$ cat config.mk
export PLATFORM = sky130hd
export DESIGN_NAME = serial_subtractor_ctrl
export DESIGN_NICKNAME = d
export VERILOG_FILES = /design/src/rtl/serial_subtractor_ctrl.sv
export SDC_FILE = /design/constraint.sdc
export NUM_CORES = 1
export LEC_CHECK = 0
export ABC_AREA = 0
export BUFFER_PORTS_ARGS = -buffer_cell sky130_fd_sc_hd__buf_2
export CAP_MARGIN = 20
export CORE_ASPECT_RATIO = 1.75
export CORE_UTILIZATION = 43
export CTS_CLUSTER_SIZE = 14
export DETAILED_ROUTE_END_ITERATION = 10
export SLEW_MARGIN = 5
export SYNTH_ARGS = -nofsm -noshare
export SYNTH_HDL_FRONTEND = slang
export SYNTH_SLANG_ARGS = --single-unit
export TNS_END_PERCENT = 20
$ cat constraint.sdc
create_clock -name clk -period 5.3 [get_ports clk]
set_input_delay 1.06 -clock clk [delete_from_list [all_inputs] [get_ports clk]]
set_output_delay 1.06 -clock clk [all_outputs]
set_load 0.03 [all_outputs]
$ cat src/rtl/serial_subtractor_ctrl.sv
// Bit-serial unsigned subtractor: one shared full-subtract cell processes a - b LSB first.
// Define SERIAL_SUB_OVF_EN to add the signed-overflow output.
module serial_subtractor_ctrl #(
  parameter int WIDTH = 8,
  localparam int CNT_W = $clog2(WIDTH + 1)
) (
  input  logic             clk,
  input  logic             rst_n,
  input  logic             start,
  input  logic             abort,
  input  logic [WIDTH-1:0] a,
  input  logic [WIDTH-1:0] b,
  output logic             busy,
  output logic             done,
  output logic [WIDTH-1:0] difference,
  output logic             borrow
`ifdef SERIAL_SUB_OVF_EN
  ,
  output logic             overflow
`endif
);

  typedef enum logic [1:0] {
    S_IDLE,
    S_RUN,
    S_DONE
  } state_t;

  state_t           state_q, state_d;
  logic [WIDTH-1:0] sa_q, sa_d;
  logic [WIDTH-1:0] sb_q, sb_d;
  logic [WIDTH-2:0] res_q, res_d;
  logic [WIDTH-1:0] diff_q, diff_d;
  logic [CNT_W-1:0] cnt_q, cnt_d;
  logic             bf_q, bf_d;
  logic             borrow_q, borrow_d;
  logic [WIDTH-1:0] res_next;
  logic             hs1_diff, hs1_borrow, hs2_borrow, bit_diff, bit_borrow;
`ifdef SERIAL_SUB_OVF_EN
  logic             a_msb_q, a_msb_d;
  logic             b_msb_q, b_msb_d;
  logic             ovf_q, ovf_d;
`endif

  // Full subtractor built from two half-subtractor stages and the borrow flop.
  assign hs1_diff   = sa_q[0] ^ sb_q[0];
  assign hs1_borrow = ~sa_q[0] & sb_q[0];
  assign bit_diff   = hs1_diff ^ bf_q;
  assign hs2_borrow = ~hs1_diff & bf_q;
  assign bit_borrow = hs1_borrow | hs2_borrow;
  assign res_next   = {bit_diff, res_q};

  always_comb begin
    state_d  = state_q;
    sa_d     = sa_q;
    sb_d     = sb_q;
    res_d    = res_q;
    diff_d   = diff_q;
    cnt_d    = cnt_q;
    bf_d     = bf_q;
    borrow_d = borrow_q;
`ifdef SERIAL_SUB_OVF_EN
    a_msb_d  = a_msb_q;
    b_msb_d  = b_msb_q;
    ovf_d    = ovf_q;
`endif
    unique case (state_q)
      S_IDLE: begin
        if (start) begin
          sa_d    = a;
          sb_d    = b;
          bf_d    = 1'b0;
          cnt_d   = '0;
          state_d = S_RUN;
`ifdef SERIAL_SUB_OVF_EN
          a_msb_d = a[WIDTH-1];
          b_msb_d = b[WIDTH-1];
`endif
        end
      end
      S_RUN: begin
        // Abort wins even on the final bit, leaving the previous result intact.
        if (abort) begin
          bf_d    = 1'b0;
          state_d = S_IDLE;
        end else begin
          res_d = res_next[WIDTH-1:1];
          sa_d  = sa_q >> 1;
          sb_d  = sb_q >> 1;
          bf_d  = bit_borrow;
          cnt_d = cnt_q + CNT_W'(1);
          if (cnt_q == CNT_W'(WIDTH - 1)) begin
            diff_d   = res_next;
            borrow_d = bit_borrow;
            state_d  = S_DONE;
`ifdef SERIAL_SUB_OVF_EN
            ovf_d    = (a_msb_q != b_msb_q) && (bit_diff != a_msb_q);
`endif
          end
        end
      end
      S_DONE: begin
        state_d = S_IDLE;
      end
      default: begin
        state_d = S_IDLE;
      end
    endcase
  end

  always_ff @(posedge clk or negedge rst_n) begin
    if (!rst_n) begin
      state_q  <= S_IDLE;
      sa_q     <= '0;
      sb_q     <= '0;
      res_q    <= '0;
      diff_q   <= '0;
      cnt_q    <= '0;
      bf_q     <= 1'b0;
      borrow_q <= 1'b0;
`ifdef SERIAL_SUB_OVF_EN
      a_msb_q  <= 1'b0;
      b_msb_q  <= 1'b0;
      ovf_q    <= 1'b0;
`endif
    end else begin
      state_q  <= state_d;
      sa_q     <= sa_d;
      sb_q     <= sb_d;
      res_q    <= res_d;
      diff_q   <= diff_d;
      cnt_q    <= cnt_d;
      bf_q     <= bf_d;
      borrow_q <= borrow_d;
`ifdef SERIAL_SUB_OVF_EN
      a_msb_q  <= a_msb_d;
      b_msb_q  <= b_msb_d;
      ovf_q    <= ovf_d;
`endif
    end
  end

  assign busy       = (state_q == S_RUN);
  assign done       = (state_q == S_DONE);
  assign difference = diff_q;
  assign borrow     = borrow_q;
`ifdef SERIAL_SUB_OVF_EN
  assign overflow   = ovf_q;
`endif

endmodule
==> results_dict.tcl, run 1 <==
set metrics [dict create \
    cts_resized 0 \
    area_growth_pct 16.2 \
    ir_drop_mv 0.253 \
    end_kind "register" \
    synth-seq-cells 39 \
    coreArea_sq_mm 0.00370 \
    worstPathCellList "buf_2, or3b_1, nor3_4, mux2_2" \
    crit_buf_inv 1 \
    wl_per_cell_um 14.8 \
    cpMaxStageDelayCell "or3b_1" \
    fp.dieArea_sq_mm 0.00420 \
    status "finished, final reports clean" \
    ant_nets 0 \
    cts_setup_buffers 0 \
    die_h_um 85.0 \
    syn-cell-area_sq_mm 0.00169 \
    ys_warn_count 0 \
    initial_utilization_pct 45.8 \
    cts_buffers 5 \
    rows 29 \
    hp-class "reg2reg" \
    cts_tree "done" \
    layout_min_cycle_time_ns 2.73 \
    die_x_um 49.5 \
    fin_util_pct 53.2 \
    r2r_slack_ns 2.96 \
    finalCritPeriodShare_pct 51.6 \
    layout-drive-gt1-share_pct 33.1 \
    ys_seq_area_share_pct 57.6 \
    synth_cell_types 25 \
    route.detailed.drc 0 \
    place_congestion 0.687 \
    worst_slew_pin_slew_ns 0.963 \
    crit_path_max_fanout 25 \
    syn-num-nets 157 \
    grt_pass1_wl_um 5330 \
    leakage_nw 0.984 \
    n_antenna_cell 0 \
    routed_wl_um 3140 \
    grt_pass1_vias 1128 \
    cts_root_buf "clkbuf_8" \
    num_vias 1137 \
    drv_cap 0 \
    fin_nets 187 \
    critPathArrivalTime_ns 2.90 \
    antenna_found_initial 0 \
    fmax_mhz 366 \
    path_class "in2reg" \
    gr-total-overflow 0 \
    finalPower_w 0.000803 \
    ios 31 \
    h-tree-depth 2 \
    first_pass_iters 4 \
    clk_pin_slew_ns 0.07 \
    dp.cells 204 \
    hold_violations 0 \
    relSlewSlack_pct 35.8 \
    clk_latency_ns 0.28 \
    drt_iter0_drc 16 \
    cpPeakStageDelay_ns 0.75 \
    worstPathRequired_ns 5.47 \
    clockBufferDepth 2 \
    powerDensity_mw_per_mm2 408 \
    grt_use_total_pct 16.9 \
    crit_family "simple AND/OR/NAND/NOR gates" \
    cts_hold_buf 0 \
    setup_tns_ns 0 \
    stdcell_count 212 \
    holdWs_ns 0.501 \
    io_buffers 30 \
    startpoint_type "input pin" \
    grt_setup_unrepaired "false" \
    netlist_instances 135 \
    avgSynthCellArea_sq_um 12.5 \
    skew_ns 0.00314 \
    drv_slew 0 \
    fill_cells 362 \
    viasPerCell 5.36 \
    clock-sinks 39 \
    post-dp-hpwl_um 2230 \
    setup_viol 0 \
    grt_max_degree 40 \
]
[state kept, by name, indices dropped and copies added (netlist names)]
register	cells
borrow	1
cnt_q	4
sa_q	8
sb_q	8
state_q	2
bf_q	1
difference	8
res_q	7
[cell usage after synthesis]
cell type	n	share of area, %
nor3_4	1	0.96
buf_1	2	0.44
or3b_1	1	0.52
nand3_1	17	5.0
nand2_1	2	0.44
mux2_2	15	10
buf_6	1	0.66
o31ai_1	2	0.89
nor3b_1	2	0.89
clkbuf_1	3	0.66
mux2i_1	15	8.9
nor2_1	2	0.44
o211ai_1	1	0.44
o21ai_0	16	4.7
buf_2	2	0.59
or3b_2	1	0.52
ha_1	1	0.74
and2b_1	1	0.44
nor4bb_1	1	0.59
xnor2_1	1	0.52
a22o_1	3	1.6
dfrtp_1	39	58
or2b_1	1	0.44
inv_1	4	0.89
fa_1	1	1.2
[cell families (layout without fill, tap and decap cells)]
family	after synthesis	in the layout	synth area share [%]
xor gates and xnor gates	1	1	0.517
buffers and inverters	12	43	3.25
and+or+nand+nor	29	29	10.3
AOI/OAI and AO/OA	22	22	7.61
muxes	30	30	18.8
adders and majority gates	2	2	1.92
DFF	39	39	57.6
[per-stage QoR]
step           worst slack, ns  cell area [sq um]
2_1_floorplan             2.90               1690
3_3_place_gp              2.28               1870
3_5_place_dp              2.24               1870
4_1_cts                   2.54               1970
5_1_grt                   2.48               1970
6_report                  2.57               1970
[cells in the final DEF (no fill, tap or decap)]
master	count
nor3b_1	2
dfrtp_1	39
o21ai_0	16
clkbuf_1	1
mux2_2	15
nand3_1	17
nor3_4	1
o211ai_1	1
nor4bb_1	1
o31ai_1	2
inv_1	4
or3b_2	1
buf_4	1
a22o_1	3
buf_2	30
fa_1	1
nor2_1	2
mux2i_1	15
nand2_1	2
or2b_1	1
or3b_1	1
clkbuf_8	7
xnor2_1	1
ha_1	1
and2b_1	1
[area by class of cell]
| class | instances | area (sq um) | area share [%] |
|---|---|---|---|
| Clock buffer | 8 | 100 | 5.08 |
| Inverter | 4 | 15.0 | 0.762 |
| Multi-Input combinational cell | 84 | 663 | 33.7 |
| Sequential cell | 39 | 976 | 49.6 |
| Tap cell | 46 | 57.6 | 2.92 |
| Timing Repair Buffer | 31 | 158 | 8.01 |
[path summary, 6_finish.rpt]
path / startpoint / to / cells past startpoint
setup / recovery: abort / difference[7] / 4
hold / removal: sb_q[1] / sb_q[1] / 2
setup reg to reg: state_q[1] / difference[7] / 3
hold reg to reg: sb_q[1] / sb_q[1] / 2
max in group asynchronous: rst_n / sa_q[7] / 1
min in group asynchronous: rst_n / difference[0] / 1
[report_power, final]
group | total, W | switching, W | leakage (nW) | internal (W)
Sequential | 0.000421 | 0.0000482 | 0.499 | 0.000373
Clock | 0.000216 | 0.0000968 | 0.0515 | 0.000119
Combinational | 0.000166 | 0.0000844 | 0.434 | 0.0000815
[metal layers]
layer / vias up / part of all wire [%] / global-route usage [%]
met2: 25 / 55 / 29.4
met5: - / 0 / 0
met4: 0 / 1.5 / 6.23
met3: 6 / 3.3 / 4.30
li1: 538 / - / -
met1: 568 / 40 / 19.9
[tightest hold or removal path, stage by stage, from the launching register on]
cell     delay, ns
dfrtp_1       0.34
nand3_1       0.06
o21ai_0       0.06
No activity file was read; power rests on OpenSTA's default activity.
==> run 2: changes to the inputs <==
==> constraint.sdc (replaced) <==
create_clock -name clk -period 2.7 [get_ports clk]
set_input_delay 0.54 -clock clk [delete_from_list [all_inputs] [get_ports clk]]
set_output_delay 0.54 -clock clk [all_outputs]
set_load 0.03 [all_outputs]
==> run 2 against run 1 <==
Power increased by 100%. Final area increased by 1.4%. Clock-buffer cell count decreased by 3. Combinational power increased by 100%. Via count increased by 0.18%. Global-route usage increased by 1.2 points. Die area unchanged. Non-clock buffer count increased by 2. Clock skew about the same. Highest routed layer unchanged.
==> results_dict.tcl, run 2 (synthesis results as in run 1) <==
set metrics [dict create \
    final_common_cell "dfrtp_1" \
    skew_ns 0.00311 \
    rr_worst_depth 3 \
    gr-total-overflow 0 \
    hp-class "in2async" \
    die_h_um 85.0 \
    place_area_sq_mm 0.00188 \
    initial_utilization_pct 45.8 \
    layout-drive-gt1-share_pct 34.5 \
    route.detailed.drc 0 \
    finalPower_w 0.00163 \
    n_antenna_cell 0 \
    r2r_end "difference[6]" \
    crit_buf_inv 0 \
    routed_wl_um 3300 \
    cts_setup_buffers 0 \
    stdcell_count 214 \
    ios 31 \
    place_congestion 0.682 \
    leakage_nw 1.00 \
    drt_iter0_drc 14 \
    fmax_mhz 527 \
    worstPathCellList "or3b_1, nor3_4, mux2_2" \
    cts_tree "done" \
    num_vias 1139 \
    rows 29 \
    drv_slew 0 \
    io_buffers 30 \
    grt_max_degree 40 \
    post-dp-hpwl_um 2330 \
    r2r_slack_ns 0.80 \
    wl_per_cell_um 15.4 \
    fp.dieArea_sq_mm 0.00420 \
    grt_use_met1_pct 19.0 \
    relSlewSlack_pct 36.9 \
    ant_nets 0 \
    cts_hold_buf 0 \
    setup_viol 0 \
    clk_pin_slew_ns 0.07 \
    cts_buffers 5 \
    drv_cap 0 \
    crit_family "simple AND/OR/NAND/NOR gates" \
    layout_min_cycle_time_ns 1.90 \
    area_growth_pct 17.9 \
    cts_resized 0 \
    fin_nets 189 \
    grtUsageMet3_pct 3.76 \
    setup_tns_ns 0 \
    status "finished, final reports clean" \
    finalCritPeriodShare_pct 70.3 \
    path_class "reg2reg" \
    hold_violations 0 \
    grt.busiest_layer "met2" \
    first_pass_iters 4 \
    use_met2_pct 34.5 \
    clockBufferDepth 2 \
    crit_path_max_fanout 10 \
    grt_setup_unrepaired "false" \
    stdcell_area_sq_mm 0.00200 \
    die_x_um 49.5 \
    dp.cells 206 \
    viasPerCell 5.32 \
    grt_pass1_wl_um 5670 \
    critPathArrivalTime_ns 2.07 \
    coreArea_sq_mm 0.00370 \
    clock-sinks 39 \
    cts_root_buf "clkbuf_8" \
    end_kind "register" \
    fin_util_pct 54.0 \
    worst_slew_pin_slew_ns 0.943 \
    fill_cells 341 \
    r2r_start "state_q[1]" \
    powerDensity_mw_per_mm2 818 \
    grt_pass1_vias 1199 \
    h-tree-depth 2 \
    final_cell_mix "39 x dfrtp_1, 30 x buf_2, 17 x nand3_1, 16 x o21ai_0" \
    clk_latency_ns 0.28 \
    worstPathRequired_ns 2.87 \
    antenna_found_initial 0 \
    cpMaxStageDelayCell "nor3_4" \
    cpPeakStageDelay_ns 0.48 \
    ir_drop_mv 0.540 \
    startpoint_type "register" \
    grt_use_total_pct 18.1 \
]
==> run 2: worst max path at each step <==
stage                     from             to  slack, ns  cells after the start
floorplan                abort  difference[0]       0.82                      4
global placement         abort  difference[5]       0.66                      4
detailed placement       abort  difference[6]       0.62                      4
CTS                 state_q[1]  difference[6]       0.77                      3
global route        state_q[0]        sb_q[2]       0.63                      4
finish              state_q[1]  difference[6]       0.80                      3
==> run 2: per-layer routing <==
layer,part of all wire (%),vias up
li1,-,545
met1,38,565
met2,58,23
met3,2.9,6
met4,1.4,0
met5,0,-
==> run 2: final cells by class <==
cell class	count	area [sq um]	area share, %
Clock buffer	5	68.8	3.45
Clock inverter	3	43.8	2.19
Inverter	4	15.0	0.752
Multi-Input combinational cell	84	663	33.2
Sequential cell	39	976	48.9
Tap cell	46	57.6	2.88
Timing Repair Buffer	33	173	8.65
==> run 2: worst register-to-register path, delay by kind of cell, from the launching register on <==
| kind | cells | cell delay (ns) |
|---|---|---|
| muxes | 1 | 0.41 |
| DFF | 1 | 0.45 |
| and+or+nand+nor | 2 | 0.94 |
==> run 2: through the flow <==
step | hold slack (ns) | setup slack, ns
after floorplan | 0.244 | 0.822
after global placement | 0.483 | 0.663
after detailed placement | 0.490 | 0.620
after CTS | 0.379 | 0.772
after global routing | 0.426 | 0.632
final | 0.347 | 0.802
==> run 2: power breakdown <==
| group | internal [W] | switching (W) |
|---|---|---|
| combinational | 0.000163 | 0.000170 |
| clock | 0.000275 | 0.000199 |
| sequential | 0.000732 | 0.0000943 |
